### src/rtl/dlatch_bank_pkg.sv
// Shared encodings for the dynamic-latch bank write controller.
package dlatch_bank_pkg;

  // Sequencer states: a write walks IDLE -> SETUP -> STROBE -> HOLD -> IDLE
  typedef enum logic [1:0] {
    IDLE   = 2'd0,
    SETUP  = 2'd1,
    STROBE = 2'd2,
    HOLD   = 2'd3
  } state_e;

  // Who owns the sequence currently in flight
  typedef enum logic [1:0] {
    SRC_A   = 2'd0,
    SRC_B   = 2'd1,
    SRC_REF = 2'd2
  } src_e;

endpackage

### src/rtl/dlatch_refresh_timer.sv
// Refresh period counter: raises refresh_pend once per period and flags an
// overrun if the previous request was still unserviced when the next one fell due.
module dlatch_refresh_timer
  import dlatch_bank_pkg::*;
#(
  parameter int REFRESH_PERIOD = 64
) (
  input  logic CLK,
  input  logic n_RES,
  input  logic refresh_taken,
  output logic refresh_pend,
  output logic refresh_miss
);

  localparam int CW = $clog2(REFRESH_PERIOD);

  logic [CW-1:0] cnt_r;
  logic          pend_r;
  logic          miss_r;

  // Period counter with pending/overrun bookkeeping; a wrap always wins over a take
  always_ff @(posedge CLK or negedge n_RES) begin
    if (!n_RES) begin
      cnt_r  <= {CW{1'b0}};
      pend_r <= 1'b0;
      miss_r <= 1'b0;
    end else if (cnt_r == CW'(REFRESH_PERIOD - 1)) begin
      cnt_r  <= {CW{1'b0}};
      pend_r <= 1'b1;
      miss_r <= miss_r | (pend_r & ~refresh_taken);
    end else begin
      cnt_r  <= cnt_r + CW'(1);
      pend_r <= pend_r & ~refresh_taken;
      miss_r <= miss_r;
    end
  end

  assign refresh_pend = pend_r;
  assign refresh_miss = miss_r;

endmodule

### src/rtl/dlatch_bank_ctrl.sv
// Write controller for a bank of dynamic latches: arbitrates two requesters
// and periodic self-refresh, and drives each write as setup / strobe / hold.
module dlatch_bank_ctrl
  import dlatch_bank_pkg::*;
#(
  parameter int NUM_REGS       = 8,
  parameter int WIDTH          = 8,
  parameter int REFRESH_PERIOD = 64
) (
  input  logic                        CLK,
  input  logic                        n_RES,
  input  logic                        req_a,
  input  logic [$clog2(NUM_REGS)-1:0] addr_a,
  input  logic [WIDTH-1:0]            data_a,
  output logic                        ack_a,
  input  logic                        req_b,
  input  logic [$clog2(NUM_REGS)-1:0] addr_b,
  input  logic [WIDTH-1:0]            data_b,
  output logic                        ack_b,
  input  logic [NUM_REGS*WIDTH-1:0]   lat_q,
  output logic [WIDTH-1:0]            lat_d,
  output logic [NUM_REGS-1:0]         lat_en,
  output logic                        busy,
  output logic                        refresh_miss
);

  localparam int AW = $clog2(NUM_REGS);

  state_e              state_r;
  src_e                src_r;
  src_e                rr_last_r;
  logic [AW-1:0]       tgt_r;
  logic [AW-1:0]       ref_ptr_r;
  logic [WIDTH-1:0]    lat_d_r;
  logic [NUM_REGS-1:0] lat_en_r;
  logic                ack_a_r;
  logic                ack_b_r;
  logic                busy_r;

  logic                refresh_pend_s;
  logic                grant_ref_s;
  logic                grant_a_s;
  logic                grant_b_s;
  logic [WIDTH-1:0]    ref_data_s;
  logic [NUM_REGS-1:0] en_dec_s;

  dlatch_refresh_timer #(
    .REFRESH_PERIOD(REFRESH_PERIOD)
  ) u_timer (
    .CLK          (CLK),
    .n_RES        (n_RES),
    .refresh_taken(grant_ref_s),
    .refresh_pend (refresh_pend_s),
    .refresh_miss (refresh_miss)
  );

  // Arbitration in IDLE: refresh first, then round-robin, then a lone requester
  always_comb begin
    grant_ref_s = 1'b0;
    grant_a_s   = 1'b0;
    grant_b_s   = 1'b0;
    if (state_r == IDLE) begin
      if (refresh_pend_s) begin
        grant_ref_s = 1'b1;
      end else if (req_a && req_b) begin
        if (rr_last_r == SRC_B) begin
          grant_a_s = 1'b1;
        end else begin
          grant_b_s = 1'b1;
        end
      end else if (req_a) begin
        grant_a_s = 1'b1;
      end else if (req_b) begin
        grant_b_s = 1'b1;
      end else begin
        grant_a_s = 1'b0;
      end
    end else begin
      grant_ref_s = 1'b0;
    end
  end

  // Current contents of the register the refresh pointer addresses
  always_comb begin
    ref_data_s = lat_q[int'(ref_ptr_r)*WIDTH +: WIDTH];
  end

  // One-hot strobe decode; an out-of-range target decodes to no strobe at all
  always_comb begin
    en_dec_s = {NUM_REGS{1'b0}};
    for (int i = 0; i < NUM_REGS; i++) begin
      if (int'(tgt_r) == i) begin
        en_dec_s[i] = 1'b1;
      end else begin
        en_dec_s[i] = 1'b0;
      end
    end
  end

  // Write sequencer with capture registers, round-robin memory and refresh pointer
  always_ff @(posedge CLK or negedge n_RES) begin
    if (!n_RES) begin
      state_r   <= IDLE;
      src_r     <= SRC_A;
      rr_last_r <= SRC_B;
      tgt_r     <= {AW{1'b0}};
      ref_ptr_r <= {AW{1'b0}};
      lat_d_r   <= {WIDTH{1'b0}};
      lat_en_r  <= {NUM_REGS{1'b0}};
      ack_a_r   <= 1'b0;
      ack_b_r   <= 1'b0;
      busy_r    <= 1'b0;
    end else begin
      case (state_r)
        IDLE: begin
          lat_en_r <= {NUM_REGS{1'b0}};
          ack_a_r  <= 1'b0;
          ack_b_r  <= 1'b0;
          if (grant_ref_s) begin
            state_r <= SETUP;
            busy_r  <= 1'b1;
            src_r   <= SRC_REF;
            tgt_r   <= ref_ptr_r;
            lat_d_r <= ref_data_s;
          end else if (grant_a_s) begin
            state_r   <= SETUP;
            busy_r    <= 1'b1;
            src_r     <= SRC_A;
            rr_last_r <= SRC_A;
            tgt_r     <= addr_a;
            lat_d_r   <= data_a;
          end else if (grant_b_s) begin
            state_r   <= SETUP;
            busy_r    <= 1'b1;
            src_r     <= SRC_B;
            rr_last_r <= SRC_B;
            tgt_r     <= addr_b;
            lat_d_r   <= data_b;
          end else begin
            state_r <= IDLE;
            busy_r  <= 1'b0;
          end
        end
        SETUP: begin
          state_r  <= STROBE;
          lat_en_r <= en_dec_s;
        end
        STROBE: begin
          state_r  <= HOLD;
          lat_en_r <= {NUM_REGS{1'b0}};
          ack_a_r  <= (src_r == SRC_A);
          ack_b_r  <= (src_r == SRC_B);
        end
        HOLD: begin
          state_r <= IDLE;
          busy_r  <= 1'b0;
          ack_a_r <= 1'b0;
          ack_b_r <= 1'b0;
          if (src_r == SRC_REF) begin
            if (ref_ptr_r == AW'(NUM_REGS - 1)) begin
              ref_ptr_r <= {AW{1'b0}};
            end else begin
              ref_ptr_r <= ref_ptr_r + AW'(1);
            end
          end else begin
            ref_ptr_r <= ref_ptr_r;
          end
        end
        default: begin
          state_r  <= IDLE;
          busy_r   <= 1'b0;
          lat_en_r <= {NUM_REGS{1'b0}};
          ack_a_r  <= 1'b0;
          ack_b_r  <= 1'b0;
        end
      endcase
    end
  end

  assign lat_d  = lat_d_r;
  assign lat_en = lat_en_r;
  assign ack_a  = ack_a_r;
  assign ack_b  = ack_b_r;
  assign busy   = busy_r;

endmodule

### config.mk
export PLATFORM = sky130hd
export DESIGN_NAME = dlatch_bank_ctrl
export DESIGN_NICKNAME = d
export VERILOG_FILES = /design/src/rtl/dlatch_bank_pkg.sv /design/src/rtl/dlatch_refresh_timer.sv /design/src/rtl/dlatch_bank_ctrl.sv
export SDC_FILE = /design/constraint.sdc
export NUM_CORES = 1
export LEC_CHECK = 0
export CORE_ASPECT_RATIO = 1.2
export CORE_MARGIN = 2
export CORE_UTILIZATION = 45
export CTS_CLUSTER_SIZE = 25
export DETAILED_ROUTE_END_ITERATION = 10
export PLACE_DENSITY = 0.95
export SYNTH_ARGS = -nofsm -noshare
export SYNTH_HDL_FRONTEND = slang
export SYNTH_SLANG_ARGS = --single-unit
export TNS_END_PERCENT = 10
### constraint.sdc
create_clock -name CLK -period 4.3 [get_ports CLK]
set_input_delay 0.43 -clock CLK [delete_from_list [all_inputs] [get_ports CLK]]
set_output_delay 0.43 -clock CLK [all_outputs]
set_load 0.01 [all_outputs]
==> metrics <==
CTS tree done; Slew Viols, Final 0; largest family of logic cells by synthesized area multiplexers; Area contributors post-synth dfrtp_1 39%, mux4_2 15%, ha_1 4.2%; simple-gate portion of the synthesized area 13.1%; htree depth 2; Yosys reg bits 38; Area Growth Syn to Fin 51.0%; vias in the first global route 2435; Setup WS post-layout 1940 ps; Total GRT Usage 24.8%; Residual DRC 0; Root Driver clkbuf_8; Worst setup EP type register; status finished clean; fin crit period 2360 ps; Die Area 0.00586 sq mm; GRT overflow 0; Total Power 1720 uW; Placer Congestion 0.766; Core Rows 28; final core utilization 71.4%; post-route ant nets 0; Chip Width 70.2 um; Yosys top cell area share 39.1%; cell breakdown of the critical path inv_1 > ha_1 > nand2_1 > nor2_2 > nand2_1 > a31oi_1; peak supply drop 249 uV; period utilization 54.8%; First-pass DRT Iterations 5; Crit path arrival time 2560 ps; Via-to-Cell Ratio 5.98; post-CTS resize count 0; Clock Latency Late Sink 290 ps; antenna cells 0; Syn Std Cell Area 0.00237 sq mm; Main synth FF type dfrtp_1; Worst path slowest cell ha_1; Yosys cell types 47; die height 83.5 um; nets 408; max_slew headroom 27.7%; WL final 6880 um; RSZ-0062 raised after global routing no; WS Path Type register to register; Buffers on Ports 109; Synth Area in Compound Gates 16.8%; clock skew 2.94 ps; Initial Util 47.3%; XOR/XNOR share of the synthesized area 1.11%; TNS Setup 0 ps; CP top delay family simple AND/OR/NAND/NOR gates; setup bufs post-CTS 0; I/O Pins 110; CP startpoint kind register; layout cell share with drive strength beyond 1 13.2%; first-pass GRT wire length 11300 um; vias post-DR 2217; Post-synth EDFFs 0; largest net degree at the start of global routing 39; dpl hpwl 5210 um; post-synthesis mux area share 19.1%; Crit path buffers/inverters 1; cell accounting for the most synthesized area dfrtp_1; post-synthesis instance total 206; sequential area share after synthesis 40.2%; ys async rst share 100%; Sink Count 38; core box area 0.00501 sq mm; post-synthesis adder-cell area fraction 4.23%; # setup viols final 0; measured slew at the worst slew-check pin 1090 ps; average size of a mapped cell 11.5 sq um; final hold vios 0; Post-DP Area 0.00343 sq mm; hold buffers post-CTS 0; cts bufs inserted 5; maxcap violations 0; Wirelength per Cell 18.5 um; Design Area, Final 0.00357 sq mm; cell repeated most along the worst path nand2_1; DP Worst Slack 1980 ps; Crit path largest cell delay 550 ps; DRT iter0 DRCs 121; Peak Freq 0.424 GHz; Worst Path Required 4510 ps; Syn Nets 304; Longest Clk Path Bufs 2; initial antenna violation count 0; CP max FO 14; static leakage 0.00148 uW; Syn. warnings 0; hold crit path type input pin to asynchronous set/reset pin; pwr/cell area 482 mW/mm^2; Worst-path clk slew 70 ps
## metrics by stage
stage | instances | hold slack [ps]
final | 371 | 231
after global routing | 371 | 295
after CTS | 371 | 261
after detailed placement | 363 | 469
after global placement | 363 | 461
after floorplan | 206 | 134
## final cells by class
cell class	count	area, sq um
repair buffers	109	1090
flip-flops and latches	38	952
clock buffers	6	82.6
multi-input cells	147	1280
clock inverters	2	60.1
fillers	346	1440
inverters	9	33.8
well taps	60	75.1
## where the power goes
| group | switching (uW) | leakage (uW) | internal [uW] |
|---|---|---|---|
| sequential | 114 | 0.000468 | 467 |
| clock | 126 | 0.0000714 | 247 |
| combinational | 352 | 0.000944 | 416 |
| total | 593 | 0.00148 | 1130 |
## cell usage after synthesis, types with 4 or more instances
master and count:
a21oi_1 10, a22o_1 6, a31oi_1 11, and2_1 7
buf_2 4, buf_4 4, dfrtp_1 37, ha_1 8
inv_1 9, mux2i_1 8, mux4_2 16, nand2_1 20
nor2_1 12, o21ai_0 6
## final timing paths
check | slack, ps | startpoint | depth (start not counted) | endpoint
max | 1940 | state_r[1] | 6 | lat_d[1]
min | 230 | n_RES | 1 | u_timer.cnt_r[0]
max reg2reg | 1940 | state_r[1] | 6 | lat_d[1]
min reg2reg | 490 | u_timer.cnt_r[4] | 1 | u_timer.cnt_r[4]
max in group asynchronous | 3550 | n_RES | 1 | lat_en[3]
min in group CLK | 490 | u_timer.cnt_r[4] | 1 | u_timer.cnt_r[4]
## cell usage in the layout (no fill, tap or decap), types with 3 or more instances in the layout
master / count
mux4_2: 16
o31ai_1: 3
clkdlybuf4s50_1: 108
a21oi_1: 10
a221oi_2: 3
clkbuf_8: 6
o21ai_0: 6
a22o_1: 6
a31oi_1: 11
mux2i_1: 8
inv_1: 9
nand3_1: 3
nor2_1: 12
and2_1: 7
ha_1: 8
dfrtp_1: 37
nand2_1: 20
## logic make-up after synthesis
group | Yosys count
compound gates | 53
xor+xnor | 3
fa+ha+maj | 8
buf+inv | 21
flops | 38
mux | 25
simple gates | 58
## flip-flops by register name (all words and copies together), names as in the netlist
signal / flops
ack_a: 1
ack_b: 1
busy: 1
lat_d: 8
lat_en: 8
ref_ptr_r: 3
rr_last_r: 1
src_r: 2
state_r: 2
tgt_r: 3
u_timer.cnt_r: 6
u_timer.refresh_miss: 1
u_timer.refresh_pend: 1
## per-layer routing
metal  GRT usage, %  up-vias  routed length (um)
li1               -      990                   -
met1           26.2     1081                2390
met2           45.4      121                3710
met3           5.31       25                 458
met4           12.9        0                 320
met5              0        -                   0
Power figures use the tool's default switching activity.
